===== config.mk =====
export PLATFORM = sky130hd
export DESIGN_NAME = ifu
export DESIGN_NICKNAME = d
export VERILOG_FILES = /design/src/rtl/ifu.sv
export SDC_FILE = /design/constraint.sdc
export NUM_CORES = 1
export LEC_CHECK = 0
export ABC_AREA = 0
export CAP_MARGIN = 20
export CORE_MARGIN = 2
export CORE_UTILIZATION = 25
export DETAILED_ROUTE_END_ITERATION = 6
export GPL_TIMING_DRIVEN = 0
export PLACE_DENSITY = 0.55
export SYNTH_ARGS = -nofsm -noshare
export SYNTH_HDL_FRONTEND = slang
export SYNTH_SLANG_ARGS = --single-unit

===== constraint.sdc =====
create_clock -name clk -period 3 [get_ports clk]
set_clock_uncertainty 0.05 [all_clocks]
set_input_delay 0.45 -clock clk [delete_from_list [all_inputs] [get_ports clk]]
set_output_delay 0.45 -clock clk [all_outputs]
set_load 0.01 [all_outputs]

===== src/rtl/ifu.sv =====
// ---------------------------------------------------------------------------
// ifu -- instruction fetch unit
//
// Takes a fetch address from the PC stage, issues one read on a simple
// AXI-lite style read channel (AR then R), and hands the returned word to
// the decode stage. At most one fetch is in flight at any time.
//
// Parameters:
//   BITWIDTH    instruction/address width (default 32)
//
// Ports:
//   clk         rising-edge clock
//   rst         asynchronous, active-low reset
//   pc          fetch address from the PC stage
//   pc_valid    pc holds a new fetch address
//   ifu_ready   IFU can accept a new pc (IDLE)
//   flush       redirect: discard the in-flight fetch
//   araddr      memory read address
//   arvalid     read address valid (AR)
//   arready     memory accepts the address
//   rdata       read data
//   rresp       read response, nonzero means error
//   rvalid      read data valid
//   rready      IFU accepts read data (R)
//   inst        fetched instruction
//   inst_pc     address of inst
//   inst_valid  inst/inst_pc/inst_fault are valid for decode (OUT)
//   inst_ready  decode stage accepts inst
//   inst_fault  fetch faulted
//
// Optional feature:
//   IFU_FAULT_CHECK_EN  when defined, misaligned fetch addresses skip the
//                       memory access and fault, and an error response on
//                       the read channel marks the instruction as faulted.
//                       When undefined, inst_fault is tied low and rresp is
//                       ignored.
// ---------------------------------------------------------------------------
module ifu #(
    parameter int unsigned BITWIDTH = 32
) (
    input  logic                clk,
    input  logic                rst,
    input  logic [BITWIDTH-1:0] pc,
    input  logic                pc_valid,
    output logic                ifu_ready,
    input  logic                flush,
    output logic [BITWIDTH-1:0] araddr,
    output logic                arvalid,
    input  logic                arready,
    input  logic [31:0]         rdata,
    input  logic [1:0]          rresp,
    input  logic                rvalid,
    output logic                rready,
    output logic [31:0]         inst,
    output logic [BITWIDTH-1:0] inst_pc,
    output logic                inst_valid,
    input  logic                inst_ready,
    output logic                inst_fault
);

    localparam logic [1:0] S_IDLE = 2'd0;
    localparam logic [1:0] S_AR   = 2'd1;
    localparam logic [1:0] S_R    = 2'd2;
    localparam logic [1:0] S_OUT  = 2'd3;

    logic [1:0]          state_q, state_d;
    logic                drop_q, drop_d;
    logic [BITWIDTH-1:0] pc_q, pc_d;
    logic [31:0]         inst_q, inst_d;
    logic [BITWIDTH-1:0] inst_pc_q, inst_pc_d;

`ifdef IFU_FAULT_CHECK_EN
    logic                fault_q, fault_d;
`endif

    // -----------------------------------------------------------------------
    // Next-state / datapath logic
    // -----------------------------------------------------------------------
    always_comb begin
        state_d   = state_q;
        drop_d    = drop_q;
        pc_d      = pc_q;
        inst_d    = inst_q;
        inst_pc_d = inst_pc_q;
`ifdef IFU_FAULT_CHECK_EN
        fault_d   = fault_q;
`endif

        case (state_q)
            S_IDLE: begin
                // flush has no meaning here: nothing is in flight, and a
                // pc presented together with flush is the redirect target.
                if (pc_valid) begin
                    pc_d = pc;
`ifdef IFU_FAULT_CHECK_EN
                    if (pc[1:0] != 2'b00) begin
                        state_d   = S_OUT;
                        inst_d    = '0;
                        inst_pc_d = pc;
                        fault_d   = 1'b1;
                    end else begin
                        state_d   = S_AR;
                    end
`else
                    state_d = S_AR;
`endif
                end
            end

            S_AR: begin
                // The address handshake cannot be withdrawn once raised, so
                // a flush only marks the eventual data beat for discard.
                if (flush) begin
                    drop_d = 1'b1;
                end
                if (arready) begin
                    state_d = S_R;
                end
            end

            S_R: begin
                if (rvalid) begin
                    // A flush arriving on the same cycle as the beat counts
                    // as well as one recorded earlier.
                    if (drop_q || flush) begin
                        state_d = S_IDLE;
                        drop_d  = 1'b0;
                    end else begin
                        state_d   = S_OUT;
                        inst_d    = rdata;
                        inst_pc_d = pc_q;
`ifdef IFU_FAULT_CHECK_EN
                        fault_d   = (rresp != 2'b00);
`endif
                    end
                end else if (flush) begin
                    drop_d = 1'b1;
                end
            end

            S_OUT: begin
                // Decode ignores inst_valid during flush, so leaving on
                // flush alone is safe even if inst_ready is also high.
                if (flush || inst_ready) begin
                    state_d = S_IDLE;
                end
            end

            default: begin
                state_d = S_IDLE;
            end
        endcase
    end

    // -----------------------------------------------------------------------
    // State registers
    // -----------------------------------------------------------------------
    always_ff @(posedge clk or negedge rst) begin
        if (!rst) begin
            state_q   <= S_IDLE;
            drop_q    <= 1'b0;
            pc_q      <= '0;
            inst_q    <= '0;
            inst_pc_q <= '0;
        end else begin
            state_q   <= state_d;
            drop_q    <= drop_d;
            pc_q      <= pc_d;
            inst_q    <= inst_d;
            inst_pc_q <= inst_pc_d;
        end
    end

`ifdef IFU_FAULT_CHECK_EN
    always_ff @(posedge clk or negedge rst) begin
        if (!rst) begin
            fault_q <= 1'b0;
        end else begin
            fault_q <= fault_d;
        end
    end

    assign inst_fault = fault_q;
`else
    logic unused_rresp;

    assign unused_rresp = ^rresp;
    assign inst_fault   = 1'b0;
`endif

    // -----------------------------------------------------------------------
    // Outputs: handshake strobes decoded from registered state only
    // -----------------------------------------------------------------------
    assign ifu_ready  = (state_q == S_IDLE);
    assign arvalid    = (state_q == S_AR);
    assign rready     = (state_q == S_R);
    assign inst_valid = (state_q == S_OUT);

    assign araddr     = pc_q;
    assign inst       = inst_q;
    assign inst_pc    = inst_pc_q;

endmodule


==> results summary <==
The buffers inserted during post-CTS setup optimization is 0. The category of cells accounting for the largest share of critical-path delay is buffers and inverters. STA classifies the critical path startpoint as a register. In this run the critical register-to-register path is captured at inst_pc[3]. The clock slew seen by the registers of the worst setup and hold paths came out at 70 ps.

The port buffer count is 170. The mean instance size in the synthesized netlist is 18.0 um^2. The most common cell after layout, fill and taps aside is clkdlybuf4s50_1. The pin count of the biggest net entering global routing is 51. The total number of nets in the final design came out at 489. The number of clock buffers added by TritonCTS is 9. The latest clock arrival within the worst-skew pair came out at 340 ps. The power density over the cells came out at 1000 mW/mm^2. The via total after detailed routing came out at 2519. The area taken by multi-input logic gates is 0.00148 mm^2. For this configuration, the core starts out at a cell density of 0.258.

The number of warnings issued by yosys is 0. The placed standard-cell area came out at 0.00612 mm^2. The required time of the worst setup path is 2500 ps.

The clock sink total is 99. The number of buffers and inverters on the critical path is 2. The count of TritonRoute iterations in the first routing pass came out at 4.

The worst-case vdd ir drop came out at 357 uV. The initial detailed-routing violation count is 51. In the finished design, the share of the clock period the worst path needs comes to 0.727. The post-route DRC violation count is 0. Summing all flip-flop and latch instances after layout gives 0.00248 mm^2. The post-synthesis register bit count came out at 99. The summed negative setup slack over all endpoints came out at 0 ps. The portion of the post-synthesis area used by sequential elements is 0.600. The leftover overflow at the end of global routing came out at 0.

The max-capacitance violation count is 0. The setup-violating endpoint count in the final report is 0. The proportion of total power due to net switching is 0.285. Based on the critical path, the design can be clocked at up to 459 MHz. The total track usage came out at 0.116. Row generation in the floorplan step produced 46 rows. The post-cts resize count is 0. The transition at the pin with the smallest max-transition slack came out at 663 ps.

On the critical path, the stage with the largest delay is an instance of clkdlybuf4s50_1. Of the total power, the clock network draws 0.196. The number of antenna violations at the first check in global routing is 0. The worst setup path is captured at an output port. The reported leakage power is 2.76 nW. During I/O placement, the number of pins put on the boundary was 174. The completed layout was analyzed and its total power is 6.47 mW.

Of the total power, combinational logic draws 0.442. Traced cell by cell, the critical path runs through inv_1 > ha_1 > clkdlybuf4s50_1. The die is 132 um wide.

The average wire per cell in the routed design is 15.6 um. The relative area change from synthesis to final layout is 56.4%. The HPWL reported at the end of detailed placement is 7150 um.

The net load switching power came out at 1.84 mW. The per-cell via count in the routed design came out at 3.99. The via count of the first global-routing pass is 2784.

The post-synthesis instance area came out at 0.00413 mm^2. At the worst endpoint, the arrival time is 1680 ps. Once layout is complete, the utilization of the core stands at 0.403. The number of buffers inserted for hold repair after clock tree synthesis is 0. The minimum period implied by the final worst setup slack is 2180 ps. In the post-route analysis, the smallest setup slack over all paths is 820 ps. Measured against its own limit, the worst slew margin works out to 0.558. The post-route antenna net violation count is 0. Counting along the longest clock path gives a buffer depth of 2. The die is 132 um tall. The largest single stage delay on the critical path is 560 ps. The setup slack after placement came out at 796 ps. The proportion of power drawn by flip-flops and latches came out at 0.362. The first global-routing pass estimated 15900 um of wire. The count of different cell masters after synthesis came out at 19. The number of antenna repair diodes is 0. The worst reg-to-reg path cell count is 7. The flow ran to the end, and the final reports show no timing, DRC or antenna violations. CTS built an H-tree with a depth of 3. At the end of routability-driven placement, the weighted congestion stood at 0.716. The core outline area came out at 0.0160 mm^2. In the layout the commonest cells are clkdlybuf4s50_1 (169), dfrtp_1 (99), mux2_4 (60). The internal power of the cells totals 4.62 mW.

Of the cells placed in the final design, the portion with a size suffix greater than 1 is 0.308. The tree is rooted in a clkbuf_16. The area enclosed by the die boundary came out at 0.0176 mm^2. The layout has 1524 filler cells. The total count of max-transition violations in the final report is 0.

The number of endpoints with negative hold slack in the final report came out at 0. The worst register-to-register path begins at state_q[0]. Along the worst path, the maximum fanout reaches 5. The final layout contains routed wiring with a total length of 9850 um. The register-to-register setup slack came out at 1050 ps. In this run the worst hold path is classified as primary input to asynchronous set/reset pin. The net count after synthesis came out at 307. By startpoint and endpoint, the worst setup path is classified as register to output port. TritonCTS built the clock tree. Setup repair after global routing left no endpoint under its margin.

With fillers left out, the area of the finished cells amounts to 0.00645 mm^2. The gate count after technology mapping is 229.
synth_stat cells:
cell       count  area share
and2_4         1      0.0021
a2111oi_2      1      0.0036
inv_1          2      0.0018
ha_1           5       0.015
buf_12         7       0.034
nor2_1         2      0.0018
a211o_1        1      0.0021
a21oi_1        3      0.0036
mux2_2        36       0.098
dfrtp_1       99        0.60
buf_4          1      0.0018
nor2b_1        3      0.0045
a31oi_1        1      0.0015
nor3b_2        1      0.0030
conb_1         1     0.00091
buf_2          3      0.0036
o32a_2         1      0.0027
nand2_1        1     0.00091
mux2_4        60        0.22
logic make-up (layout without fill, tap and decap cells):
group                    count (synthesis)  in the layout  share of synthesized area
multiplexers                            96             96                      0.316
adder cells (fa/ha/maj)                  5              5                     0.0152
AO/OA/AOI/OAI                            7              7                     0.0136
AND/OR/NAND/NOR                          8              8                     0.0124
other                                    1              1                   0.000908
buffers and inverters                   13            200                     0.0412
flip-flops                              99             99                      0.600
layer usage:
| metal | vias up | part of all wire | GRT usage |
|---|---|---|---|
| li1 | 1161 | - | - |
| met2 | 84 | 0.49 | 0.182 |
| met5 | - | 0 | 0 |
| met1 | 1258 | 0.44 | 0.150 |
| met4 | 0 | 0.028 | 0.0633 |
| met3 | 16 | 0.050 | 0.0264 |
registers in the layout (all words and copies together) (netlist names):
| register | count |
|---|---|
| araddr | 32 |
| drop_q | 1 |
| state_q | 2 |
| inst_pc | 32 |
| inst | 32 |
worst reg2reg max path: cells and delay by family, from the launching register on:
family | cells | cell delay [ps]
DFF | 1 | 430
muxes | 1 | 310
buffers and inverters | 3 | 440
and+or+nand+nor | 2 | 420
adders and majority gates | 1 | 180
how the worst max path moves through the flow:
stage                           from          to  slack, ps  depth (start not counted)
after detailed placement       flush  inst_pc[3]        800                          6
after floorplan           state_q[0]     inst[0]       1150                          7
after global placement           rst    inst[18]      -2410                          1
after CTS                 state_q[1]   ifu_ready        790                          3
final                     state_q[1]   ifu_ready        820                          3
after global routing      state_q[1]   ifu_ready        740                          3
final cells by class:
type                    instances  area share
plain buffers                  11      0.0252
repair buffers                171       0.268
flip-flops and latches         99       0.384
inverters                       2     0.00116
clock inverters                 4      0.0112
multi-input cells             117       0.229
clock buffers                  12      0.0397
well taps                     216      0.0419
power groups by stage:
stage | combinational, mW | clock (mW) | sequential, mW
2_1_floorplan | 1.03 | 0 | 2.60
4_1_cts | 2.91 | 1.33 | 2.35
5_1_grt | 3.03 | 1.38 | 2.43
3_3_place_gp | 2.87 | 0 | 2.34
6_report | 2.86 | 1.27 | 2.34
3_5_place_dp | 2.90 | 0 | 2.36
stage by stage:
step / hold slack (ps) / instances
after floorplan: 104 / 229
after global placement: 443 / 615
after detailed placement: 444 / 616
after CTS: 98.4 / 632
after global routing: 121 / 632
final: 81.4 / 632
Note: power is estimated with default switching activity, not from simulation.
